===== config.mk =====
export PLATFORM = sky130hd
export DESIGN_NAME = dbus_write_buffer
export DESIGN_NICKNAME = d
export VERILOG_FILES = /design/src/rtl/dbus_write_buffer.sv
export SDC_FILE = /design/constraint.sdc
export NUM_CORES = 1
export LEC_CHECK = 0
export ABC_AREA = 1
export CAP_MARGIN = 10
export CORE_ASPECT_RATIO = 0.9
export CORE_MARGIN = 8
export CORE_UTILIZATION = 45
export DETAILED_ROUTE_END_ITERATION = 10
export PLACE_DENSITY = 0.81
export REMOVE_ABC_BUFFERS = 1
export SYNTH_ARGS = -nofsm -noshare
export SYNTH_HDL_FRONTEND = slang
export SYNTH_SLANG_ARGS = --single-unit
export TNS_END_PERCENT = 100

===== constraint.sdc =====
create_clock -name clk -period 3.8 [get_ports clk]
set_input_delay 0.38 -clock clk [delete_from_list [all_inputs] [get_ports clk]]
set_output_delay 0.38 -clock clk [all_outputs]
set_load 0.005 [all_outputs]

===== src/rtl/dbus_write_buffer.sv =====
// Posted-write buffer between the CPU data-bus SRAM port and arbiter master 0.
// Stores retire in one cycle into a small FIFO; reads wait until the FIFO has drained.
module dbus_write_buffer #(
    parameter int DEPTH = 4,
    parameter int CNT_W = 3
) (
    input  logic             clk,
    input  logic             rstn,
    input  logic             up_stb,
    input  logic [31:0]      up_addr,
    input  logic [31:0]      up_din,
    input  logic [3:0]       up_dm,
    output logic [31:0]      up_dout,
    output logic             up_nak,
    output logic             dn_stb,
    output logic [31:0]      dn_addr,
    output logic [31:0]      dn_dout,
    output logic [3:0]       dn_dm,
    input  logic [31:0]      dn_din,
    input  logic             dn_nak,
    output logic [CNT_W-1:0] wb_count,
    output logic             wb_empty
);

    localparam int PTR_W = $clog2(DEPTH);

    logic [29:0]      addr_q [DEPTH];
    logic [31:0]      data_q [DEPTH];
    logic [3:0]       dm_q   [DEPTH];

    logic [PTR_W-1:0] head;
    logic [PTR_W-1:0] tail;
    logic [PTR_W-1:0] tail_last;
    logic [CNT_W-1:0] count;

    logic             is_write;
    logic             is_read;
    logic             not_empty;
    logic             full;
    logic             coalesce;
    logic             push;
    logic             pop;

    // Coalescing needs at least two entries so the tail is never the head being presented.
    always_comb begin
        is_write  = up_stb && (up_dm != 4'h0);
        is_read   = up_stb && (up_dm == 4'h0);
        not_empty = (count != '0);
        full      = (count >= CNT_W'(DEPTH));
        tail_last = tail - PTR_W'(1);
        coalesce  = is_write && (count >= CNT_W'(2)) && (up_addr[31:2] == addr_q[tail_last]);
        push      = is_write && !coalesce && !full;
        pop       = not_empty && !dn_nak;
    end

    always_comb begin
        dn_stb  = 1'b0;
        dn_addr = 32'h0;
        dn_dout = 32'h0;
        dn_dm   = 4'h0;
        up_nak  = 1'b0;
        up_dout = 32'h0;
        if (not_empty) begin
            dn_stb  = 1'b1;
            dn_addr = {addr_q[head], 2'b00};
            dn_dout = data_q[head];
            dn_dm   = dm_q[head];
        end else begin
            dn_stb  = is_read;
            dn_addr = up_stb ? up_addr : 32'h0;
        end
        if (is_write) begin
            up_nak = !(coalesce || push);
        end else if (is_read) begin
            up_nak  = not_empty ? 1'b1 : dn_nak;
            up_dout = not_empty ? 32'h0 : dn_din;
        end
    end

    always_ff @(posedge clk or negedge rstn) begin
        if (!rstn) begin
            head  <= '0;
            tail  <= '0;
            count <= '0;
        end else begin
            if (push) tail <= tail + PTR_W'(1);
            if (pop)  head <= head + PTR_W'(1);
            case ({push, pop})
                2'b10:   count <= count + CNT_W'(1);
                2'b01:   count <= count - CNT_W'(1);
                default: count <= count;
            endcase
        end
    end

    // Entry storage is never reset; only valid entries between head and tail are ever read.
    always_ff @(posedge clk) begin
        if (push) begin
            addr_q[tail] <= up_addr[31:2];
            data_q[tail] <= up_din;
            dm_q[tail]   <= up_dm;
        end else if (coalesce) begin
            for (int b = 0; b < 4; b++) begin
                if (up_dm[b]) data_q[tail_last][8*b +: 8] <= up_din[8*b +: 8];
            end
            dm_q[tail_last] <= dm_q[tail_last] | up_dm;
        end
    end

    assign wb_count = count;
    assign wb_empty = (count == '0);

endmodule


---- Word-level counts from Yosys, hierarchy flattened ----
Memory sizes are Yosys's and may differ from the RTL's.
Cells that the tools add are included.
storage, ports and cells
  flip-flop bits (word level) ............. 7
  RAM bits ................................ 264
  bits of input ports ..................... 104
  output and inout port bits .............. 106
  logic and storage cells ................. 75
  memories ................................ 3
cells by class
  $add $sub $neg .......................... 5
  magnitude comparators ................... 2
  equality and inequality tests ........... 3
  muxes and demuxes ....................... 39
  bitwise operators ....................... 1
  reduce and logical (&&, ||, !) cells .... 19
memories
  name    depth  bits a word  rd ports  clocked after Yosys merged registers in  write ports  line  text
  data_q  4      32           1         0                                        1            28    logic [31:0] data_q [DEPTH];
  addr_q  4      30           2         0                                        1            27    logic [29:0] addr_q [DEPTH];
  dm_q    4      4            2         0                                        1            29    logic [3:0] dm_q [DEPTH];
operators by type and width
  cell                   number
  $mux W32               7
  $reduce_or A32 Y1      1
  $eq A30 B30 Y1         1
  $mux W1                26
  $mux W4                3
  $logic_and A1 B1 Y1    7
  $pmux W3 S2            1
  $add A2 B1 Y2 const B  2
  $logic_not A1 Y1       4
  $logic_not A4 Y1       1
  $mux W2                2
  $or A4 B4 Y4           1
  $reduce_bool A4 Y1     1
  $reduce_or A4 Y1       1
  $add A3 B1 Y3 const B  1
  $ge A3 B2 Y1 const B   1
  $ge A3 B3 Y1 const B   1
  $logic_not A3 Y1       1
  $reduce_bool A3 Y1     1
  $sub A3 B1 Y3 const B  1
  $eq A2 B1 Y1 const B   1
  $eq A2 B2 Y1 const B   1
  $reduce_bool A2 Y1     1
  $sub A2 B1 Y2 const B  1
  $logic_or A1 B1 Y1     1

---- Logic depth before layout (Yosys ltp) ----
  depth after elaboration ................. 11
  depth in mapped cells ................... 26
  gate-level depth less buffers ........... 20

---- Worst setup path after synthesis ----
No wires, ideal clock.
  path type ............................... register to register
  start point ............................. register tail[0]
  end point ............................... memory addr_q[0][0], enable pin
  library setup time ...................... 0.417 ns
  data arrival time ....................... 3.775 ns
  required time ........................... 3.383 ns
  slack ................................... -0.392 ns
  stages on the path, launching flop included .. 22
  buffers on the path ..................... 6
  clock period less this slack ............ 4.192 ns
  cell sequence ........................... dfrtp_1 buf_6 inv_6 buf_4 clkbuf_1 ha_1 buf_6 inv_4 buf_4 nand3_1 nand2_1 nand2_1 nand2_1 inv_1 nand2_1 nor2_1 nand2_1 nor2_2 nand2_4 nand3_4 buf_6 nor2_1
between the ends
  word-level cells in the longest chain between the ends .. 9
ends and longest elaborated chain
  item                               line  text
  from (decl)                        32    logic [PTR_W-1:0] tail;
  from (signal assigned)             86    if (push) tail <= tail + PTR_W'(1);
  $sub A2 B1 Y2                      50    tail_last = tail - PTR_W'(1);
  net tail_last[0]                   33    logic [PTR_W-1:0] tail_last;
  $mem_v2 Z4 W30                     n/a
  $eq A30 B30 Y1                     51    coalesce = is_write && (count >= CNT_W'(2)) && (up_addr[31:2] == addr_q[tail_last]);
  $logic_and A1 B1 Y1                51
  $logic_not A1 Y1                   52    push = is_write && !coalesce && !full;
  $logic_and A1 B1 Y1 (2 in series)  52
  $mux W1                            98    if (push) begin
  $mux W1 (not written as such)      99    addr_q[tail] <= up_addr[31:2];
  to (decl)                          27
The timed path passes the listed nets, and every way through them passes these cells.

---- Final worst setup path ----
  start point ............................. register tail[1]
  end point ............................... register count[2], in the netlist wb_count[2]
between the ends
  word-level cells in the longest chain between the ends .. 9
  elaborated cells between the ends (all ways) .. 11
  those cells by class .................... add/sub: 1; eq/ne: 3; mux: 1; reduce/logical: 5; memory: 1
ends and longest elaborated chain
  item                                                      line  text
  $sub A2 B1 Y2 (*)                                         50
  $mem_v2 Z4 W30 (*)                                        n/a
  $eq A30 B30 Y1 (*)                                        51
  $logic_and A1 B1 Y1 (*)                                   51
  $logic_not A1 Y1 (*)                                      52
  $logic_and A1 B1 Y1 (*) (2 in series)                     52
  $eq A2 B1 Y1 / $eq A2 B2 Y1 (equally long branches)       88    case ({push, pop})
  $pmux W3 S2 / $reduce_bool A2 Y1 (equally long branches)  n/a
  to (signal assigned)                                      89    2'b10: count <= count + CNT_W'(1);
  to (signal assigned)                                      90    2'b01: count <= count - CNT_W'(1);
  to (signal assigned)                                      91    default: count <= count;
  to (decl)                                                 34    logic [CNT_W-1:0] count;
Mark *: on every way between the ends. The rest lies on a longest branch, timed or not.
A chain may end at the register's enable or synchronous reset.

==> metrics.txt <==
# TYPE chip_impl_metric gauge
chip_impl_info{name="synth.most_common_cell",value="sky130_fd_sc_hd__nand2_1"} 1
chip_impl_metric{name="synth-edff-count",unit=""} 264
chip_impl_metric{name="clk_pin_slew",unit="ns"} 0.06
chip_impl_metric{name="cts_htree_levels",unit=""} 1
chip_impl_metric{name="cts.sink_count",unit=""} 271
chip_impl_metric{name="synth_cell_type_count",unit=""} 32
chip_impl_metric{name="die-area",unit="mm²"} 0.0360
chip_impl_info{name="startpoint_type",value="flip-flop"} 1
chip_impl_metric{name="yosysWarnings",unit=""} 0
chip_impl_metric{name="synthesis.instances",unit=""} 1486
chip_impl_info{name="netlist_top_cells_area",value="sky130_fd_sc_hd__edfxtp_1 58%, sky130_fd_sc_hd__nand2_1 11%, sky130_fd_sc_hd__nor2_1 6.4%"} 1
chip_impl_metric{name="timing.setup.tns",unit="ns"} 0
chip_impl_metric{name="final_design_area_excluding_fillers",unit="mm²"} 0.0171
chip_impl_info{name="clock_tree.root_cell",value="sky130_fd_sc_hd__clkbuf_16"} 1
chip_impl_info{name="setup_repair_after_global_routing_missed_its_margin",value="no"} 1
chip_impl_metric{name="area_delta_synth_final",unit="%"} 26.0
chip_impl_info{name="ys.flop_type",value="sky130_fd_sc_hd__edfxtp_1"} 1
chip_impl_metric{name="grt-ovfl-total",unit=""} 0
chip_impl_metric{name="ratio_of_cells_with_drive_above_1_in_the_final_layout",unit="%"} 6.88
chip_impl_metric{name="worst_ir_drop_vdd",unit="V"} 0.000668
chip_impl_metric{name="place.gp.congestion",unit=""} 0.910
chip_impl_info{name="status",value="finished, final reports clean"} 1
chip_impl_metric{name="clk_latency",unit="ns"} 0.57
chip_impl_info{name="synthDominantAreaCellType",value="sky130_fd_sc_hd__edfxtp_1"} 1
chip_impl_metric{name="drtIter0Drc",unit=""} 1299
chip_impl_metric{name="route.final.wire_length",unit="µm"} 40500
chip_impl_metric{name="fin_util",unit="%"} 57.4
chip_impl_metric{name="finalCritPeriodShare",unit="%"} 93.5
chip_impl_metric{name="detailedPlace.worstSlack",unit="ns"} 0.137
chip_impl_metric{name="critPathRequiredTime",unit="ns"} 4.24
chip_impl_metric{name="pwr_density_cell",unit="mW/mm²"} 826
chip_impl_metric{name="met2_wirelength",unit="µm"} 19600
chip_impl_info{name="maxUsedRoutingLayer",value="met5"} 1
chip_impl_metric{name="track_usage",unit="%"} 21.7
chip_impl_metric{name="final_critical_path_setup_slack",unit="ns"} 0.246
chip_impl_metric{name="tritoncts.num_buffers",unit=""} 29
chip_impl_metric{name="grt_pass1_wl",unit="µm"} 62700
chip_impl_metric{name="vias_per_cell",unit=""} 5.64
chip_impl_metric{name="reg2reg_setup_slack",unit="ns"} 0.25
chip_impl_metric{name="wl_per_cell",unit="µm"} 19.2
chip_impl_metric{name="route.vias.total",unit=""} 11900
chip_impl_metric{name="max_slew.worst_pin.slew",unit="ns"} 0.912
chip_impl_info{name="worstSetupEndpointType",value="flip-flop"} 1
chip_impl_metric{name="clock_skew",unit="ns"} 0.0176
chip_impl_metric{name="dp_hpwl",unit="µm"} 26000
chip_impl_info{name="yosys-top-cells-count",value="412 x sky130_fd_sc_hd__nand2_1, 264 x sky130_fd_sc_hd__edfxtp_1, 230 x sky130_fd_sc_hd__nor2_1"} 1
chip_impl_metric{name="antenna_violations_before_repair",unit=""} 8
chip_impl_metric{name="ctsLongestPathBuffers",unit=""} 3
chip_impl_metric{name="avgSynthCellArea",unit="µm²"} 9.14
chip_impl_metric{name="met3WireLength",unit="µm"} 4280
chip_impl_metric{name="synth.top_cell.area_share",unit="%"} 58.4
chip_impl_metric{name="synth.ff_latch_count",unit=""} 271
chip_impl_metric{name="pin_count_of_the_biggest_net_entering_global_routing",unit=""} 134
chip_impl_metric{name="detail_route.drc_violations",unit=""} 0
chip_impl_metric{name="routedLengthMet1",unit="µm"} 15500
chip_impl_metric{name="finalSetupViolCount",unit=""} 0
chip_impl_metric{name="antenna_left",unit=""} 0
chip_impl_metric{name="multi_input_gate_area_in_the_final_layout",unit="mm²"} 0.00480
chip_impl_metric{name="rows",unit=""} 60
chip_impl_info{name="classification_of_the_worst_slack_hold_path",value="in -> async"} 1
chip_impl_metric{name="final_hold_viol_count",unit=""} 0
chip_impl_metric{name="number_of_ports_placed_on_the_die_boundary",unit=""} 210
chip_impl_metric{name="crit_fanout",unit=""} 18
chip_impl_metric{name="io_buffers",unit=""} 209
chip_impl_metric{name="filler_cell_count",unit=""} 2511
chip_impl_metric{name="die_h",unit="µm"} 181
chip_impl_metric{name="synth-async-reset-ratio",unit="%"} 2.58
chip_impl_metric{name="mappedNetlistArea",unit="mm²"} 0.0136
chip_impl_metric{name="slew_viol_final",unit=""} 0
chip_impl_metric{name="final.min_clock_period",unit="ns"} 3.55
chip_impl_metric{name="final-seq-area",unit="mm²"} 0.00811
chip_impl_metric{name="core_area",unit="mm²"} 0.0298
chip_impl_metric{name="first_global_vias",unit=""} 11700
chip_impl_metric{name="fmax",unit="MHz"} 281
chip_impl_metric{name="p_leak",unit="nW"} 6.51
chip_impl_info{name="path_class",value="reg -> reg"} 1
chip_impl_metric{name="cap_viol_max_count",unit=""} 0
chip_impl_metric{name="cp_data_arrival_time",unit="ns"} 4.00
chip_impl_metric{name="placement.cell_area",unit="mm²"} 0.0161
chip_impl_metric{name="initial_utilization",unit="%"} 45.6
chip_impl_metric{name="yosysSeqAreaShare",unit="%"} 59.7
chip_impl_metric{name="fp.dieW",unit="µm"} 199
chip_impl_metric{name="worst_max_slew_margin_expressed_relative_to_the_limit",unit="%"} 39.2
chip_impl_metric{name="report.power.total",unit="mW"} 14.1
chip_impl_info{name="tritoncts",value="done"} 1
chip_impl_metric{name="drt_pre_antenna_iters",unit=""} 5
chip_impl_metric{name="layout_net_count",unit=""} 1792
==> final cells by class <==
cell class / count / area share (%)
Sequential cell: 271 / 47.4
Multi-Input combinational cell: 1051 / 28.1
Timing Repair Buffer: 248 / 14.4
Clock buffer: 31 / 4.29
Tap cell: 403 / 2.95
Inverter: 81 / 1.90
Clock inverter: 19 / 0.914
Antenna cell: 2 / 0.0293
==> worst max-delay path, cell delays in order (launching register included) <==
cell                      delay (ns)
sky130_fd_sc_hd__dfrtp_1        0.42
sky130_fd_sc_hd__inv_1          0.13
sky130_fd_sc_hd__ha_4           0.37
sky130_fd_sc_hd__buf_12         0.19
sky130_fd_sc_hd__nand3_1        0.16
sky130_fd_sc_hd__nand2_1        0.12
sky130_fd_sc_hd__nand2_1        0.06
sky130_fd_sc_hd__nand2_1        0.07
sky130_fd_sc_hd__nand2_1        0.07
sky130_fd_sc_hd__nor2_1         0.13
sky130_fd_sc_hd__nand2_1        0.12
sky130_fd_sc_hd__nor2_4         0.16
sky130_fd_sc_hd__nand2_4        0.12
sky130_fd_sc_hd__nand3_4        0.18
sky130_fd_sc_hd__ha_1           0.18
sky130_fd_sc_hd__inv_1          0.07
sky130_fd_sc_hd__fa_1           0.40
sky130_fd_sc_hd__a21oi_1        0.18
sky130_fd_sc_hd__o21ai_0        0.13
sky130_fd_sc_hd__xor2_1         0.16
==> repair_timing <==
| item | CTS | global route |
|---|---|---|
| pin swaps | 0 | 1 |
| setup endpoints to repair | 1 | 1 |
| endpoints found under the hold margin | 0 | 0 |
| hold buffers | 0 | 0 |
| buffers inserted | 0 | 2 |
| gates resized for setup | 13 | 8 |
==> path summary, 6_finish.rpt <==
kind / from / to / cells past startpoint
setup / recovery: tail[1] / wb_count[2] / 19
hold / removal: rstn / wb_count[1] / 1
setup reg to reg: tail[1] / wb_count[2] / 19
hold reg to reg: wb_count[1] / wb_count[1] / 2
max in group asynchronous: rstn / head[0] / 1
min in group clk: up_din[27] / data_q[0][27] / 1
==> flip-flops by register name, indices dropped and copies added (netlist names) <==
register / flops
data_q: 128
addr_q: 120
dm_q: 16
wb_count: 3
head: 2
tail: 2
==> through the flow <==
step                      hold WS, ns  cells
after CTS                      0.0864   2102
after global placement          0.539   2052
after detailed placement        0.553   2052
after floorplan                0.0844   1403
after global routing            0.115   2106
final                          0.0972   2106
==> kinds of logic after synthesis <==
kind of cell | count (synthesis) | share of synthesized area (%)
buffers and inverters | 164 | 5.35
DFF | 271 | 59.7
AOI/OAI and AO/OA | 261 | 10.8
and+or+nand+nor | 780 | 23.3
adders and majority gates | 6 | 0.608
xor gates and xnor gates | 4 | 0.258
==> where the power goes <==
group	internal, mW	switching (mW)
combinational	2.96	4.62
clock	1.53	1.16
sequential	3.72	0.151
total	8.20	5.93
==> cells in the final DEF, fill, tap and decap left out, drive strengths merged <==
master / netlist / routed
a31o: 1 / 1
nand3: 117 / 117
edfxtp: 264 / 264
clkbuf: 57 / 31
bufinv: 0 / 2
nor2: 235 / 235
dfrtp: 7 / 7
a221o: 30 / 30
clkdlybuf4s50: 0 / 208
a21oi: 114 / 114
buf: 26 / 39
xnor2: 1 / 1
ha: 5 / 5
fa: 1 / 1
o21ai: 115 / 115
inv: 79 / 80
clkinv: 2 / 18
nand2: 420 / 420
dlymetal6s2s: 0 / 1
or2: 3 / 3
diode: 0 / 2
nand4: 5 / 5
o22ai: 1 / 1
xor2: 3 / 3
==> layer usage <==
layer,vias up,track usage [%]
met5,-,0
li1,5458,-
met2,662,35.6
met1,5643,28.0
met3,96,4.96
met4,12,6.76
(Power assumes the default switching activity.)
